`src/rtl/aer_class_decoder.sv`:
```
// Receiving end of the SNN core's AER output link. Every spike is acknowledged with a
// 4-phase handshake and counted per class. The first class to reach threshold, or the leader on timeout, is reported.
module aer_class_decoder #(
    parameter int N_CLASSES       = 10,
    parameter int ADDR_BITS       = 8,
    parameter int CLASS_BASE      = 0,
    parameter int SPIKE_THRESHOLD = 4,
    parameter int TIMEOUT_CYCLES  = 100000,
    localparam int CLS_W = (N_CLASSES > 1) ? $clog2(N_CLASSES) : 1
) (
    input  logic                 CLK,
    input  logic                 RST,
    input  logic                 START,
    input  logic [ADDR_BITS-1:0] AEROUT_ADDR,
    input  logic                 AEROUT_REQ,
    output logic                 AEROUT_ACK,
    output logic                 INFERENCE_DONE,
    output logic [CLS_W-1:0]     INFERRED_CLASS,
    output logic                 INFERENCE_TIMEOUT
);

    localparam int CNT_W = $clog2(SPIKE_THRESHOLD + 1);
    localparam int TMR_W = (TIMEOUT_CYCLES > 1) ? $clog2(TIMEOUT_CYCLES) : 1;
    localparam logic [CNT_W-1:0]   CNT_LAST = CNT_W'(SPIKE_THRESHOLD - 1);
    localparam logic [CNT_W-1:0]   CNT_SAT  = CNT_W'(SPIKE_THRESHOLD);
    localparam logic [TMR_W-1:0]   TMR_LAST = TMR_W'(TIMEOUT_CYCLES - 1);
    localparam logic [ADDR_BITS:0] ADDR_LO  = (ADDR_BITS + 1)'(CLASS_BASE);
    localparam logic [ADDR_BITS:0] ADDR_HI  = (ADDR_BITS + 1)'(CLASS_BASE + N_CLASSES);

    localparam logic [1:0] HS_WAIT_LOW = 2'd0;
    localparam logic [1:0] HS_WAIT_REQ = 2'd1;
    localparam logic [1:0] HS_WAIT_REL = 2'd2;

    localparam logic [1:0] ST_IDLE = 2'd0;
    localparam logic [1:0] ST_RUN  = 2'd1;
    localparam logic [1:0] ST_DONE = 2'd2;

    logic                 req_meta_r;
    logic                 req_sync_r;
    logic [1:0]           hs_state_r;
    logic                 ack_r;
    logic                 evt_valid_r;
    logic [ADDR_BITS-1:0] evt_addr_r;

    logic [1:0]           inf_state_r;
    logic [CNT_W-1:0]     cnt_r [N_CLASSES];
    logic [TMR_W-1:0]     timer_r;
    logic [CLS_W-1:0]     winner_r;
    logic                 to_flag_r;
    logic                 done_r;
    logic [CLS_W-1:0]     class_r;
    logic                 timeout_r;

    logic [ADDR_BITS:0]   evt_addr_ext_s;
    logic                 in_range_s;
    logic [CLS_W-1:0]     cls_idx_s;
    logic [CNT_W-1:0]     cur_cnt_s;
    logic                 hit_s;
    logic [CLS_W-1:0]     max_idx_s;
    logic [CNT_W-1:0]     max_cnt_s;

    // REQ synchronizer; deliberately not reset so a request held through reset stays visible
    always_ff @(posedge CLK) begin
        req_meta_r <= AEROUT_REQ;
        req_sync_r <= req_meta_r;
    end

    // 4-phase handshake; WAIT_LOW refuses to ack a request that was already pending at reset
    always_ff @(posedge CLK) begin
        if (RST) begin
            hs_state_r  <= HS_WAIT_LOW;
            ack_r       <= 1'b0;
            evt_valid_r <= 1'b0;
            evt_addr_r  <= ADDR_BITS'(0);
        end else begin
            evt_valid_r <= 1'b0;
            case (hs_state_r)
                HS_WAIT_LOW: begin
                    if (!req_sync_r) hs_state_r <= HS_WAIT_REQ;
                end
                HS_WAIT_REQ: begin
                    if (req_sync_r) begin
                        evt_addr_r  <= AEROUT_ADDR;
                        ack_r       <= 1'b1;
                        evt_valid_r <= 1'b1;
                        hs_state_r  <= HS_WAIT_REL;
                    end
                end
                HS_WAIT_REL: begin
                    if (!req_sync_r) begin
                        ack_r      <= 1'b0;
                        hs_state_r <= HS_WAIT_REQ;
                    end
                end
                default: begin
                    ack_r      <= 1'b0;
                    hs_state_r <= HS_WAIT_LOW;
                end
            endcase
        end
    end

    // Event decode; the extra address bit keeps CLASS_BASE+N_CLASSES from wrapping
    always_comb begin
        evt_addr_ext_s = {1'b0, evt_addr_r};
        in_range_s     = (evt_addr_ext_s >= ADDR_LO) && (evt_addr_ext_s < ADDR_HI);
        cls_idx_s      = CLS_W'(evt_addr_ext_s - ADDR_LO);
        if (in_range_s) begin
            cur_cnt_s = cnt_r[cls_idx_s];
        end else begin
            cur_cnt_s = CNT_W'(0);
        end
        hit_s = evt_valid_r && in_range_s && (cur_cnt_s == CNT_LAST);
    end

    // Timeout decision: highest count, strict compare keeps the lowest index on ties
    always_comb begin
        max_idx_s = CLS_W'(0);
        max_cnt_s = CNT_W'(0);
        for (int k = 0; k < N_CLASSES; k++) begin
            if (cnt_r[k] > max_cnt_s) begin
                max_cnt_s = cnt_r[k];
                max_idx_s = CLS_W'(k);
            end else begin
                max_cnt_s = max_cnt_s;
            end
        end
    end

    // Inference FSM: START restarts and outranks a same-cycle threshold hit
    always_ff @(posedge CLK) begin
        if (RST) begin
            inf_state_r <= ST_IDLE;
            for (int k = 0; k < N_CLASSES; k++) cnt_r[k] <= CNT_W'(0);
            timer_r     <= TMR_W'(0);
            winner_r    <= CLS_W'(0);
            to_flag_r   <= 1'b0;
            done_r      <= 1'b0;
            class_r     <= CLS_W'(0);
            timeout_r   <= 1'b0;
        end else begin
            done_r <= 1'b0;
            case (inf_state_r)
                ST_IDLE: begin
                    if (START) begin
                        for (int k = 0; k < N_CLASSES; k++) cnt_r[k] <= CNT_W'(0);
                        timer_r     <= TMR_W'(0);
                        inf_state_r <= ST_RUN;
                    end
                end
                ST_RUN: begin
                    if (START) begin
                        for (int k = 0; k < N_CLASSES; k++) cnt_r[k] <= CNT_W'(0);
                        timer_r <= TMR_W'(0);
                    end else if (hit_s) begin
                        cnt_r[cls_idx_s] <= CNT_SAT;
                        winner_r         <= cls_idx_s;
                        to_flag_r        <= 1'b0;
                        inf_state_r      <= ST_DONE;
                    end else begin
                        timer_r <= timer_r + TMR_W'(1);
                        if (evt_valid_r && in_range_s && (cur_cnt_s != CNT_SAT)) begin
                            cnt_r[cls_idx_s] <= cur_cnt_s + CNT_W'(1);
                        end
                        if (timer_r == TMR_LAST) begin
                            winner_r    <= max_idx_s;
                            to_flag_r   <= 1'b1;
                            inf_state_r <= ST_DONE;
                        end
                    end
                end
                ST_DONE: begin
                    done_r      <= 1'b1;
                    class_r     <= winner_r;
                    timeout_r   <= to_flag_r;
                    inf_state_r <= ST_IDLE;
                end
                default: begin
                    inf_state_r <= ST_IDLE;
                end
            endcase
        end
    end

    assign AEROUT_ACK        = ack_r;
    assign INFERENCE_DONE    = done_r;
    assign INFERRED_CLASS    = class_r;
    assign INFERENCE_TIMEOUT = timeout_r;

endmodule

```
`config.mk`:
```
export PLATFORM = sky130hd
export DESIGN_NAME = aer_class_decoder
export DESIGN_NICKNAME = d
export VERILOG_FILES = /design/src/rtl/aer_class_decoder.sv
export SDC_FILE = /design/constraint.sdc
export NUM_CORES = 1
export LEC_CHECK = 0
export ABC_AREA = 1
export CAP_MARGIN = 10
export CORE_ASPECT_RATIO = 0.9
export CORE_MARGIN = 3
export CORE_UTILIZATION = 54
export CTS_CLUSTER_DIAMETER = 100
export DETAILED_ROUTE_END_ITERATION = 16
export PLACE_DENSITY = 0.69
export SLEW_MARGIN = 20
export SYNTH_ARGS = -nofsm -noshare
export SYNTH_HDL_FRONTEND = slang
export SYNTH_SLANG_ARGS = --single-unit
export TNS_END_PERCENT = 50
```
`constraint.sdc`:
```
create_clock -name CLK -period 10 [get_ports CLK]
set_clock_uncertainty 0.05 [all_clocks]
set_input_delay 1 -clock CLK [delete_from_list [all_inputs] [get_ports CLK]]
set_output_delay 1 -clock CLK [all_outputs]
set_load 0.03 [all_outputs]
```
==> reports/metrics.cfg <==
[run_status]
status=completed

[pwr]
p_sw_w=0.000768
p_seq_share_pct=25.2
power.share.clock_pct=16.0
power_density_nw_per_um2=285
power.share.switching_pct=44.8
power_leakage_nw=2.51
vdd_drop_max_v=0.000217
comb_power_share_pct=58.7
p_int_w=0.000947

[sta]
fin_crit_ns=9.31
holdWs_ns=0.303
setup_viol=0
fmax_mhz=107
finalMaxSlewViolations=0
hold_violations=0
finalSetupTns_ns=0
post-route-period-util_pct=93.1
worst_pin_slew_ns=0.897
slew_headroom_pct=40.2
setup_ws_ns=0.693

[setup_path]
crit_path_end_kind=register
path_buf_inv=12
crit_family=simple AND/OR/NAND/NOR gates
cp-endpoint=winner_r[3]
r2r_cells=71
worstSetupPathType=register to register
worstReg2RegStart=cnt_r[0][2]
start_kind=register
reg2reg_to=winner_r[3]
crit_required_ns=10.18
startpoint=cnt_r[0][2]
crit_cells=71
slowest_stage=edfxtp_1
max_stage_delay_ns=0.44
critPathMaxFanout=6
cp_common_cell=nand2_1
r2r_setup_slack_ns=0.69
arrival_ns=9.49

[floorplanning]
io-pin-count=19
die_h_um=99.8
die_x_um=110
core_sq_um=9330
num_rows=33
start_util_pct=56.6
die_area_sq_um=11000

[detailed_routing]
drtPass1Iterations=5
wire_per_inst_um=14.2
drc=0
final_antenna_net_count=0
drt_wl_total_um=11700
viasPerCell=5.42
dr_total_vias=4477
drtIter0Drc=256

[synth]
synth_edf_count=48
synth_top_cell_by_area=edfxtp_1
ys_warn_count=0
netlist.area_leader.share_pct=27.3
yosys.area_share.simple_pct=26.4
synth_area_sq_um=5280
synth_top_family_by_area=simple AND/OR/NAND/NOR gates
yosysSeqAreaShare_pct=45.5
syn_area_per_cell_sq_um=8.01
synthTopCellsByArea=edfxtp_1 27%, dfxtp_1 18%, nand2_1 9.1%
synth-xor-area-share_pct=0.332
synth-seq-cells=96
synth_fa_ha_area_share_pct=7.35
ys_async_sr_fraction_pct=0
ys.flop_type=edfxtp_1
synth_compound_area_share_pct=12.7
yosysUniqueCellTypes=40
synth.area.mux_share_pct=0
netlist_instances=659

[layout]
synthToLayoutAreaGrowth_pct=13.8
drive_gt1_share_pct=11.2
nFillCells=836
n_antenna_cell=0
post-route-util_pct=64.4
multiInputGateArea_sq_um=2670
nets=742
area.sequential_sq_um=2400

[cts]
clock_latency_ns=0.37
htreeDepth=3
cts_tree=yes
clkTransAtPathRegs_ns=0.10
numCtsBuffers=9
clock_sinks=96
ctsHoldBuffers=0
clk_path_buf_depth=2
root_buffer=clkbuf_8

[global_routing]
antenna_found_initial=0
grt.overflow.total=0
grt_pass1_wl_um=19500
first_global_vias=4163
grt_max_degree=34
globalRouteTotalUtil_pct=22.4

[placement]
dpl.hpwl_um=8680
gp_congestion=0.860
dp_slack_ns=0.106
io_buffers=18

[run]
max-cap-violations=0

[min_path]
min_path_type=register to register

==> sequential cells by signal, indices dropped and copies added, names as in the netlist, named ones only <==
register / cells
timer_r: 17
evt_addr_r: 8
INFERENCE_DONE: 1
inf_state_r: 2
req_meta_r: 1
hs_state_r: 2
INFERRED_CLASS: 4
cnt_r: 48
evt_valid_r: 1
INFERENCE_TIMEOUT: 1
to_flag_r: 1
req_sync_r: 1
AEROUT_ACK: 1
winner_r: 4
==> synth_stat cells (5+ instances only) <==
cell      number
nand3_1       48
inv_2          6
and2_1        10
nor2_1        90
a21oi_1       42
o21ai_0       37
inv_1         82
nand2_1      128
nand3_2        9
o211ai_1       7
dfxtp_1       48
a31oi_1       10
edfxtp_1      48
nor3_1         5
clkbuf_1       7
a211oi_1       5
ha_1          31
nand4_1        5
==> final cells by class <==
cell class,count,share of cell area [%]
multi-input cells,478,44.3
clock inverters,7,1.58
well taps,122,2.54
flip-flops and latches,96,40.0
clock buffers,9,2.06
inverters,88,5.50
repair buffers,26,4.00
==> cells by family (layout without fill, tap and decap cells) <==
logic type,count (synthesis),in the layout
compound gates,114,114
xor+xnor,2,2
fa+ha+maj,31,31
buf+inv,102,130
flops,96,96
other cells,1,18
simple gates,313,313
==> per-layer routing <==
| metal | up-vias | GRT usage, % | wire, um |
|---|---|---|---|
| met5 | - | 0 | 0 |
| met4 | 0 | 6.25 | 201 |
| met3 | 25 | 5.40 | 800 |
| met2 | 127 | 33.8 | 5270 |
| met1 | 2049 | 32.5 | 5420 |
| li1 | 2276 | - | - |
==> per-stage QoR <==
step | cells | power [W] | instance area [sq um]
global route | 826 | 0.00185 | 6010
floorplan | 676 | 0.00106 | 5340
detailed placement | 803 | 0.00125 | 5610
CTS | 819 | 0.00153 | 5830
global placement | 803 | 0.00120 | 5610
finish | 826 | 0.00171 | 6010
==> power by group through the flow <==
stage	clock, W	sequential [W]	combinational [W]
2_1_floorplan	0	0.000437	0.000623
3_3_place_gp	0	0.000441	0.000758
3_5_place_dp	0	0.000441	0.000807
4_1_cts	0.000283	0.000432	0.000810
5_1_grt	0.000296	0.000434	0.00112
6_report	0.000275	0.000432	0.00101
==> how the worst min path moves through the flow <==
stage,startpoint,end,slack (ns),depth (start not counted)
after floorplan,req_meta_r,req_sync_r,0.26,0
after global placement,req_meta_r,req_sync_r,0.26,0
after detailed placement,req_meta_r,req_sync_r,0.29,0
after CTS,req_meta_r,req_sync_r,0.31,0
after global routing,req_meta_r,req_sync_r,0.32,0
final,req_meta_r,req_sync_r,0.30,0
==> cell usage in the layout, fill, tap and decap left out, types with 2 or more instances in the layout <==
| cell | Yosys | layout |
|---|---|---|
| clkdlybuf4s50_1 | 0 | 18 |
| clkbuf_8 | 0 | 9 |
| a21oi_1 | 42 | 40 |
| inv_2 | 6 | 10 |
| nand3_2 | 9 | 11 |
| a21oi_2 | 0 | 2 |
| a211oi_1 | 5 | 4 |
| nand4_1 | 5 | 5 |
| o211ai_1 | 7 | 7 |
| a22oi_1 | 3 | 3 |
| or2_2 | 2 | 2 |
| edfxtp_1 | 48 | 48 |
| ha_1 | 31 | 27 |
| o21ai_0 | 37 | 35 |
| ha_4 | 0 | 4 |
| a31oi_1 | 10 | 7 |
| nand3_1 | 48 | 46 |
| a31oi_4 | 0 | 2 |
| inv_1 | 82 | 78 |
| nor2_1 | 90 | 89 |
| dfxtp_1 | 48 | 48 |
| nor4_1 | 4 | 4 |
| and2_1 | 10 | 9 |
| inv_8 | 0 | 2 |
| conb_1 | 1 | 18 |
| nor2_2 | 4 | 5 |
| nand2_2 | 4 | 9 |
| buf_4 | 3 | 8 |
| nor3_1 | 5 | 5 |
| nand2_4 | 2 | 2 |
| a221oi_1 | 2 | 2 |
| a211oi_2 | 1 | 2 |
| o211ai_2 | 2 | 2 |
| inv_6 | 0 | 2 |
| nand2_1 | 128 | 123 |
| o21ai_1 | 1 | 2 |
==> what timing repair did <==
item | 4_1_cts | 5_1_grt
buffers inserted | 0 | 7
endpoints found under the setup margin | 0 | 4
resized for setup | 0 | 26
No activity file was read; power rests on OpenSTA's default activity.
